`src/rtl/sram_ctrl.sv`:
```
// Two-phase 16-bit SRAM controller serving 32-bit MEM-stage loads and stores.
// Define SRAM_CTRL_ADDR_CHECK_EN to reject out-of-range addresses with err.
module sram_ctrl #(
   parameter logic [31:0] BASE_ADDR     = 32'd1024,
   parameter int          ACCESS_CYCLES = 2,
   parameter int          SRAM_AW       = 18
) (
   input  logic               clk,
   input  logic               rst,
   input  logic               rd_en,
   input  logic               wr_en,
   input  logic [31:0]        address,
   input  logic [31:0]        wdata,
   output logic [31:0]        rdata,
   output logic               ready,
   output logic               err,
   output logic [SRAM_AW-1:0] sram_addr,
   output logic [15:0]        sram_dq_o,
   output logic               sram_dq_oe,
   input  logic [15:0]        sram_dq_i,
   output logic               sram_we_n
);

   localparam logic [1:0] IDLE = 2'd0;
   localparam logic [1:0] LO   = 2'd1;
   localparam logic [1:0] HI   = 2'd2;
   localparam logic [1:0] DONE = 2'd3;

   localparam int         WAW      = SRAM_AW - 1;
   localparam logic [3:0] LAST_CNT = 4'(ACCESS_CYCLES - 1);

   logic [1:0]     state;
   logic [3:0]     cnt;
   logic [31:0]    addr_q;
   logic [31:0]    wdata_q;
   logic           wr_q;
   logic [WAW-1:0] word_idx;
   logic           req;
   logic           phase_end;
   logic           out_of_range;

   assign req       = rd_en | wr_en;
   assign phase_end = (cnt == LAST_CNT);
   // Only the low SRAM_AW-1 bits of the word index reach the pins.
   assign word_idx  = WAW'((addr_q - BASE_ADDR) >> 2);

`ifdef SRAM_CTRL_ADDR_CHECK_EN
   logic [31:0] req_word_idx;
   logic        err_q;

   assign req_word_idx = (address - BASE_ADDR) >> 2;
   assign out_of_range = (address < BASE_ADDR) || ((req_word_idx >> WAW) != 32'd0);
   assign err          = err_q;

   // err is raised only for the DONE cycle of a rejected request.
   always_ff @(posedge clk) begin
      if (!rst)
         err_q <= 1'b0;
      else if (state == IDLE && req)
         err_q <= out_of_range;
      else if (state == DONE)
         err_q <= 1'b0;
   end
`else
   assign out_of_range = 1'b0;
   assign err          = 1'b0;
`endif

   always_ff @(posedge clk) begin
      if (!rst) begin
         state   <= IDLE;
         cnt     <= 4'd0;
         rdata   <= 32'd0;
         addr_q  <= 32'd0;
         wdata_q <= 32'd0;
         wr_q    <= 1'b0;
      end else begin
         case (state)
            IDLE: begin
               if (req) begin
                  addr_q  <= address;
                  wdata_q <= wdata;
                  wr_q    <= wr_en;
                  cnt     <= 4'd0;
                  state   <= out_of_range ? DONE : LO;
               end
            end
            LO: begin
               if (phase_end) begin
                  if (!wr_q)
                     rdata[15:0] <= sram_dq_i;
                  cnt   <= 4'd0;
                  state <= HI;
               end else begin
                  cnt <= cnt + 4'd1;
               end
            end
            HI: begin
               if (phase_end) begin
                  if (!wr_q)
                     rdata[31:16] <= sram_dq_i;
                  cnt   <= 4'd0;
                  state <= DONE;
               end else begin
                  cnt <= cnt + 4'd1;
               end
            end
            DONE: state <= IDLE;
         endcase
      end
   end

   // Pad outputs are pure decodes of state so an abort idles them immediately.
   always_comb begin
      ready      = 1'b0;
      sram_addr  = '0;
      sram_dq_o  = 16'd0;
      sram_dq_oe = 1'b0;
      sram_we_n  = 1'b1;
      case (state)
         IDLE: ready = !req;
         LO: begin
            sram_addr = {word_idx, 1'b0};
            if (wr_q) begin
               sram_dq_oe = 1'b1;
               sram_we_n  = 1'b0;
               sram_dq_o  = wdata_q[15:0];
            end
         end
         HI: begin
            sram_addr = {word_idx, 1'b1};
            if (wr_q) begin
               sram_dq_oe = 1'b1;
               sram_we_n  = 1'b0;
               sram_dq_o  = wdata_q[31:16];
            end
         end
         DONE: ready = 1'b1;
      endcase
   end

endmodule

```
`config.mk`:
```
export PLATFORM = sky130hd
export DESIGN_NAME = sram_ctrl
export DESIGN_NICKNAME = d
export VERILOG_FILES = /design/src/rtl/sram_ctrl.sv
export SDC_FILE = /design/constraint.sdc
export NUM_CORES = 1
export LEC_CHECK = 0
export ABC_AREA = 1
export CORE_AREA = 3 3 99 101
export CTS_BUF_LIST = sky130_fd_sc_hd__clkbuf_4 sky130_fd_sc_hd__clkbuf_8
export CTS_CLUSTER_SIZE = 12
export DETAILED_ROUTE_END_ITERATION = 16
export DIE_AREA = 0 0 102 104
export PLACE_DENSITY_LB_ADDON = 0.05
export SLEW_MARGIN = 20
export SYNTH_ARGS = -nofsm -noshare
export SYNTH_HDL_FRONTEND = slang
export SYNTH_SLANG_ARGS = --single-unit
```
`constraint.sdc`:
```
create_clock -name clk -period 2.67 [get_ports clk]
set_input_delay 0.534 -clock clk [delete_from_list [all_inputs] [get_ports clk]]
set_output_delay 0.534 -clock clk [all_outputs]
set_load 0.005 [all_outputs]
```
==> impl_metrics.csv <==
group,metric,value,unit
placed_design,numPortBuffers,137,
finish,diodes,0,
logic_synthesis,syn_area,3990,sq um
global_route,gr-total-overflow,0,
flow_run,cap_violations,0,
clock_network,cts_tree,"built",
placed_design,routabilityCongestion,0.831,
finish,post-route-util,0.620,
finish,mostFrequentLayoutCells,"clkdlybuf4s50_1, nor2_1, dfxtp_1",
critical_path,timing.rr.start,"cnt[0]$_SDFFE_PN0P_",
critical_path,crit_arrival,2.05,ns
route,via_count,3914,
sta,grt_setup_unrepaired,"true",
critical_path,regToRegEndpoint,"rdata[25]$_SDFFE_PN0P_",
clock_network,cts_root_buf,"clkbuf_8",
power,switching_share,0.382,
sta,setup_ws,0.0822,ns
clock_network,cts_buffers,9,
critical_path,required,2.14,ns
sta,tightest_slew,1.11,ns
placed_design,preCtsSetupSlack,0.247,ns
sta,holdWs,0.458,ns
clock_network,path_clk_slew,0.09,ns
route,via_per_inst,5.10,
critical_path,cp-start-kind,"flop",
critical_path,cp-endpoint,"sram_dq_o[0]",
route,drc,0,
critical_path,ff2ff_path_depth,6,
logic_synthesis,yosysWarnings,0,
floorplanning,die_height,104,um
sta,skew,0.00894,ns
critical_path,startpoint,"state[1]$_SDFFE_PN0P_",
critical_path,r2r_setup_slack,0.81,ns
global_route,grt_pass1_vias,3778,
finish,final_nets,744,
power,leakage,2.10,nW
sta,fin_crit_sh,0.969,
sta,slew_headroom,0.256,
sta,setup_tns,0,ns
global_route,antenna_found_initial,0,
logic_synthesis,syn_avg_cell_area,7.47,sq um
clock_network,cts.sinks,88,
finish,final_common_cell,"clkdlybuf4s50_1",
placed_design,dp_hpwl,7350,um
power,netSwitchingPower,1.89,mW
power,peakVddDrop,0.397,mV
logic_synthesis,synth_seq_cells,88,
power,combPwrFrac,0.430,
clock_network,cts_max_path_buffers,2,
route,routed_wirelength,10800,um
route,wl_per_cell,14.1,um
route,ant_nets,0,
route,dr.pass1.iters,4,
outcome,outcome,"finished, final reports clean",
logic_synthesis,synth_cells,534,
finish,area_delta_synth_final,41.4,%
sta,finalSetupViolCount,0,
finish,final_area,5640,sq um
global_route,grt_pass1_wl,17300,um
floorplanning,core-area,9110,sq um
worst_hold_path,hp-class,"flop to flop",
floorplanning,die_area,10600,sq um
floorplanning,rows,35,
power,p_int,3.06,mW
floorplanning,die_width,102,um
critical_path,crit_type,"flop to output port",
logic_synthesis,seq_area_frac_synth,0.441,
power,power_frac_seq,0.358,
power,p_clk_frac,0.212,
logic_synthesis,ys_types,32,
global_route,grt_usage,0.198,
finish,drive_above_1_share,0.104,
floorplanning,initial_core_util,0.438,
worst_hold_path,hold_start,"addr_q[2]$_SDFFE_PN0P_",
sta,maxSlewViolCount,0,
clock_network,clkLatencyLatePin,0.35,ns
logic_synthesis,syn_nets,626,
floorplanning,top_level_ports,154,
global_route,grt_max_degree,55,
clock_network,cts.hold.buffers_added,0,
sta,finalHoldViolCount,0,
placed_design,place_area,5350,sq um
clock_network,h-tree-depth,3,
sta,period_needed,2.59,ns
critical_path,cp-end-kind,"output port",
sta,max_freq,0.386,GHz
route,drtIter0Drc,122,
power,p_per_area,879,nW/um^2
critical_path,cp_max_fo,18,
==> per-layer routing <==
metal,share of wire,global-route usage,wire length [um],vias to the layer above
met2,0.49,0.339,5320,117
li1,-,-,-,1995
met5,0,0,0,-
met3,0.064,0.0510,687,12
met4,0.012,0.0553,125,0
met1,0.43,0.241,4690,1790
==> power groups by stage <==
stage	Combinational, mW	Clock, mW	Sequential [mW]
3_5_place_dp	2.04	0	1.80
2_1_floorplan	1.42	0	1.77
6_report	2.13	1.05	1.77
4_1_cts	2.10	1.07	1.77
5_1_grt	2.40	1.12	1.81
3_3_place_gp	2.01	0	1.79
==> metrics by stage <==
stage,power (mW),instances
6_report,4.96,768
2_1_floorplan,3.19,534
3_3_place_gp,3.79,752
3_5_place_dp,3.84,752
4_1_cts,4.94,768
5_1_grt,5.34,768
==> worst max-delay path: stages (launching register included) <==
cell	delay [ns]
dfxtp_2	0.38
inv_2	0.07
ha_4	0.29
nand2_1	0.05
buf_4	0.20
a21oi_1	0.19
clkdlybuf4s50_1	0.53
==> cells by family after synthesis <==
kind of cell,Yosys count,synth area share
buf+inv,72,0.0878
compound gates,127,0.170
simple gates,238,0.275
fa+ha+maj,8,0.0251
other cells,1,0.000940
flops,88,0.441
==> how the worst min path moves through the flow <==
stage | endpoint | cells past startpoint | slack, ns
detailed placement | addr_q[2]$_SDFFE_PN0P_ | 2 | 0.45
finish | addr_q[2]$_SDFFE_PN0P_ | 2 | 0.46
CTS | addr_q[2]$_SDFFE_PN0P_ | 2 | 0.46
global placement | addr_q[8]$_SDFFE_PN0P_ | 2 | 0.44
global route | addr_q[2]$_SDFFE_PN0P_ | 2 | 0.48
floorplan | addr_q[8]$_SDFFE_PN0P_ | 2 | 0.43
==> cell type report <==
cell class / instances / area [sq um]
clock buffer: 11 / 151
clock inverter: 5 / 78.8
fill: 858 / 3470
inverter: 33 / 124
multi-input combinational: 374 / 1910
sequential: 88 / 1760
tap: 111 / 139
timing repair buffer: 146 / 1470
==> registers in the layout (all words and copies together) (netlist names) <==
register	cells
wdata_q	32
wr_q	1
rdata	32
addr_q	17
state	2
cnt	4
==> Yosys cell counts <==
cell type,number,area (sq um)
nor2_1,99,372
dfxtp_1,88,1760
nand2_1,71,267
a21oi_1,61,305
o21ai_0,53,265
nand4_1,35,219
inv_1,29,109
buf_2,15,75.1
nand2_2,12,75.1
clkbuf_1,11,41.3
a21oi_2,10,87.6
nand3_1,10,50.1
buf_4,8,60.1
ha_1,8,100
inv_2,3,11.3
buf_1,2,7.51
buf_6,2,22.5
nand3_4,2,35.0
or2_1,2,12.5
buf_12,1,20.0
clkinv_1,1,3.75
conb_1,1,3.75
nand2_4,1,11.3
nand3_2,1,10.0
nor2_2,1,6.26
nor2_8,1,20.0
nor3_1,1,5.00
nor3b_1,1,7.51
o21ai_1,1,5.00
o21ai_2,1,8.76
o21bai_1,1,7.51
or2_2,1,6.26
==> timing repair <==
action,4_1_cts,5_1_grt
setup buffers,0,0
pin swaps,0,0
gates resized for setup,8,12
endpoints found under the setup margin,28,28
hold endpoints to repair,0,0
cloned,0,0
Power figures use the tool's default switching activity.
==> RTL change 1: new RTL, same settings <==
Change the parameter `SRAM_AW` from 18 to 36.
--- a/src/rtl/sram_ctrl.sv
+++ b/src/rtl/sram_ctrl.sv
@@ -4,5 +4,5 @@
    parameter logic [31:0] BASE_ADDR     = 32'd1024,
    parameter int          ACCESS_CYCLES = 2,
-   parameter int          SRAM_AW       = 18
+   parameter int          SRAM_AW       = 36
 ) (
    input  logic               clk,
Interface: changed (resized sram_addr); port bits go from 154 to 172. The function was not compared with the original's and may differ.
==> RTL change 1 against the unedited design <==
Sequential power up 24%; core utilization up 14 points; total power up 22%; cell area up 23%; wire length up 22%; critical endpoint is now sram_addr[4]; sequential cell count up 13; worst hold slack worse by 0.0067 ns; critical path depth up 1; sequential share of layout area down 1.9 points; worst setup slack worse by 0.020 ns; synthesized area up 22%; first-iteration DRC count up 53%.
==> RTL change 1: results (changes against the unedited design) <==
| Metric | Value |
|---|---|
| DP Worst Slack | `0.07016 ns (was 0.2472 ns)` |
| Hold path startpoint | `rdata[31] (was addr_q[2])` |
| Number of global-route vias before repair | `4591 (was 3778)` |
| WP data arrival | `2.07 ns (was 2.05 ns)` |
| Reg2Reg Setup Slack | `0.88 ns (was 0.81 ns)` |
| Seq. cell area | `0.002033 mm² (was 0.001764 mm²)` |
| Hold_ws | `0.4516 ns (was 0.4583 ns)` |
| Worst hold path endpoint | `rdata[31] (was addr_q[2])` |
| Status | `completed (unchanged)` |
| Sequential share of the synthesized area | `0.4151 (was 0.4414)` |
| Compound-Gate Fraction of Synth Area | `0.2199 (was 0.1702)` |
| Dpl hpwl | `9200 µm (was 7353 µm)` |
| Clock network area share | `0.03076 (was 0.04080)` |
| Placed standard-cell area | `0.006472 mm² (was 0.005350 mm²)` |
| # clk buffers | `9 (was 11)` |
| Data buffer area share | `0.2733 (was 0.2608)` |
| Post-Place Cells | `919 (was 752)` |
| Max VDD drop | `0.5120 mV (was 0.3967 mV)` |
| Final-layout fill cell count | `712 (was 858)` |
| Number of non-clock buffers | `183 (was 146)` |
| Min cycle time layout | `2.607 ns (was 2.588 ns)` |
| Largest regs | `rdata (32), wdata_q (32), addr_q (30) (was rdata (32), wdata_q (32), addr_q (17))` |
| Worst Setup EP | `sram_addr[4] (was sram_dq_o[0])` |
| Largest net degree at the start of global routing | `70 (was 55)` |
| Non-Clock Inverter Count | `75 (was 33)` |
| Synth top area cells | `dfxtp_1, nor2_1, o21ai_0 (was dfxtp_1, nor2_1, a21oi_1)` |
| Reg-to-reg endpoint | `rdata[1] (was rdata[25])` |
| Post-synth cell types | `33 (was 32)` |
| Vias | `4783 (was 3914)` |
| Post-CTS sizing | `12 (was 8)` |
| First-pass GRT wire length | `21410 µm (was 17340 µm)` |
| Multi-input combinational area share | `0.3393 (was 0.3392)` |
| Port bufs | `166 (was 137)` |
| Total wire length | `13170 µm (was 10820 µm)` |
| Slowest stage delay, CP | `0.47 ns (was 0.53 ns)` |
| Xor/xnor share of the synthesized area | `0.007192 (was 0)` |
RTL change 1: changes by cell type in the layout (fill, tap and decap cells not counted), moves of 11 or more:
cell            delta
nand4_1           -29
dlymetal6s2s_1    +26
nor2_1            +30
a21oi_2           +11
o21ai_1           +28
inv_1             +43
o21ai_0           +22
RTL change 1: worst max-delay path, delay by kind of cell, from the launching register on:
family / cells / cell delay [ns]
fa+ha+maj: 1 / 0.20
buf+inv: 3 / 0.69
simple gates: 3 / 0.45
flops: 1 / 0.38
RTL change 1: per-layer routing:
| layer | track usage | part of all wire | routed length (µm) |
|---|---|---|---|
| met2 | 0.4174 | 0.50 | 6628 |
| met4 | 0.07966 | 0.025 | 334 |
| met3 | 0.05969 | 0.068 | 900 |
| met5 | 0 | 0 | 0 |
| met1 | 0.3003 | 0.40 | 5304 |
RTL change 1: where the power goes:
group	total [mW]	switching, mW	leakage, nW	internal, mW
sequential	2.20	0.277	0.833	1.93
clock	1.03	0.575	0.106	0.459
combinational	2.81	1.61	2.15	1.20
==> RTL change 2: new RTL, same settings <==
Made on the original files. Build with the macro `SRAM_CTRL_ADDR_CHECK_EN` defined.
--- a/src/rtl/sram_ctrl.sv
+++ b/src/rtl/sram_ctrl.sv
@@ -1,4 +1,6 @@
 // Two-phase 16-bit SRAM controller serving 32-bit MEM-stage loads and stores.
 // Define SRAM_CTRL_ADDR_CHECK_EN to reject out-of-range addresses with err.
+`define SRAM_CTRL_ADDR_CHECK_EN
+
 module sram_ctrl #(
    parameter logic [31:0] BASE_ADDR     = 32'd1024,
Function: changed (Yosys sat finds a counterexample within 4 cycles, from zero or initial values and one cycle with rst low).
==> RTL change 2 against the unedited design <==
Wire length rose by 4.8%; total power down 3.7%; die area stayed put; cell area grew 6.4%; worst setup slack improved by 0.0043 ns; via count rose by 8.8%; synthesized area increased by 3.0%; sequential cell count grew 1; sequential share of layout area is 1.5 points lower; critical path depth stayed put; sequential power grew 5%; largest power group unchanged.
==> RTL change 2: results (changes against the unedited design) <==
| Metric | Value |
|---|---|
| Port bufs | `151 (was 137)` |
| Final-layout fill cell count | `845 (was 858)` |
| DP Worst Slack | `0.07253 ns (was 0.2472 ns)` |
| Sequential share of the synthesized area | `0.4332 (was 0.4414)` |
| Met1 usage | `0.2645 (was 0.2413)` |
| Worst reg2reg path depth | `7 (was 6)` |
| NetSw | `1.757 mW (was 1.894 mW)` |
| Data buffer area share | `0.2733 (was 0.2608)` |
| Power in the clock group | `0.942 mW (was 1.05 mW)` |
| M1 wire length | `5030 µm (was 4686 µm)` |
| Global Route Usage Sum | `0.2092 (was 0.1976)` |
| DRT iter0 DRCs | `143 (was 122)` |
| GR Layer Usage met2 | `0.3542 (was 0.3389)` |
| Slowest stage delay, CP | `0.51 ns (was 0.53 ns)` |
| Layout cells sized above 1 | `0.07560 (was 0.1035)` |
| Number of global-route vias before repair | `4002 (was 3778)` |
| Synth top cells by count | `nor2_1, dfxtp_1, o21ai_0 (was nor2_1, dfxtp_1, nand2_1)` |
| Number of non-clock buffers | `163 (was 146)` |
| First-pass GRT wire length | `18330 µm (was 17340 µm)` |
| Worst slew pin tran | `0.5185 ns (was 1.109 ns)` |
| Max VDD drop | `0.5403 mV (was 0.3967 mV)` |
| Placed standard-cell area | `0.005742 mm² (was 0.005350 mm²)` |
| Grt met3 use | `0.04292 (was 0.05097)` |
| Vias | `4257 (was 3914)` |
| Dpl hpwl | `8323 µm (was 7353 µm)` |
| Leakage | `2.566 nW (was 2.103 nW)` |
| Multi-input logic area | `0.001979 mm² (was 0.001914 mm²)` |
| Status | `completed (unchanged)` |
| P_comb | `1.97 mW (was 2.13 mW)` |
| Design Power | `4.773 mW (was 4.958 mW)` |
| Non-Clock Inverter Count | `68 (was 33)` |
| Final Skew | `0.01171 ns (was 0.008939 ns)` |
| Synth top area cells | `dfxtp_1, nor2_1, o21ai_0 (was dfxtp_1, nor2_1, a21oi_1)` |
| Syn Area/Cell | `6.764 µm² (was 7.474 µm²)` |
| Met3 Routed Length | `672 µm (was 687 µm)` |
| # clk buffers | `10 (was 11)` |
| FFs & Latches | `89 (was 88)` |
| Final Non-Filler Cells | `865 (was 768)` |
| Post-Place Cells | `849 (was 752)` |
| Multi-input combinational area share | `0.3298 (was 0.3392)` |
| Finished Core Util | `0.6589 (was 0.6195)` |
RTL change 2: cell types whose count changed after synthesis, sizes merged, moves of 3 or more:
cell | before | now
clkbuf | 11 | 25
a21oi | 71 | 75
inv | 32 | 68
nor2 | 101 | 136
nand3 | 13 | 10
o21ai | 55 | 87
buf | 28 | 8
nand4 | 35 | 2
RTL change 2: final timing paths:
| path | start | end | slack, ns |
|---|---|---|---|
| hold / removal | rdata[1] | rdata[1] | 0.45 |
| setup reg to reg | state[0] | rdata[22] | 1.04 |
| hold reg to reg | rdata[1] | rdata[1] | 0.45 |
| setup / recovery | wr_en | ready | 0.09 |
RTL change 2: kinds of logic after synthesis:
family	synth area share
xor+xnor	0.006390
flops	0.4332
fa+ha+maj	0.02434
buf+inv	0.09462
simple gates	0.2367
compound gates	0.2047
RTL change 2: repair_timing:
item	4_1_cts	5_1_grt
hold buffers	0	0
endpoints found under the setup margin	30	22
gates resized for setup	12	22
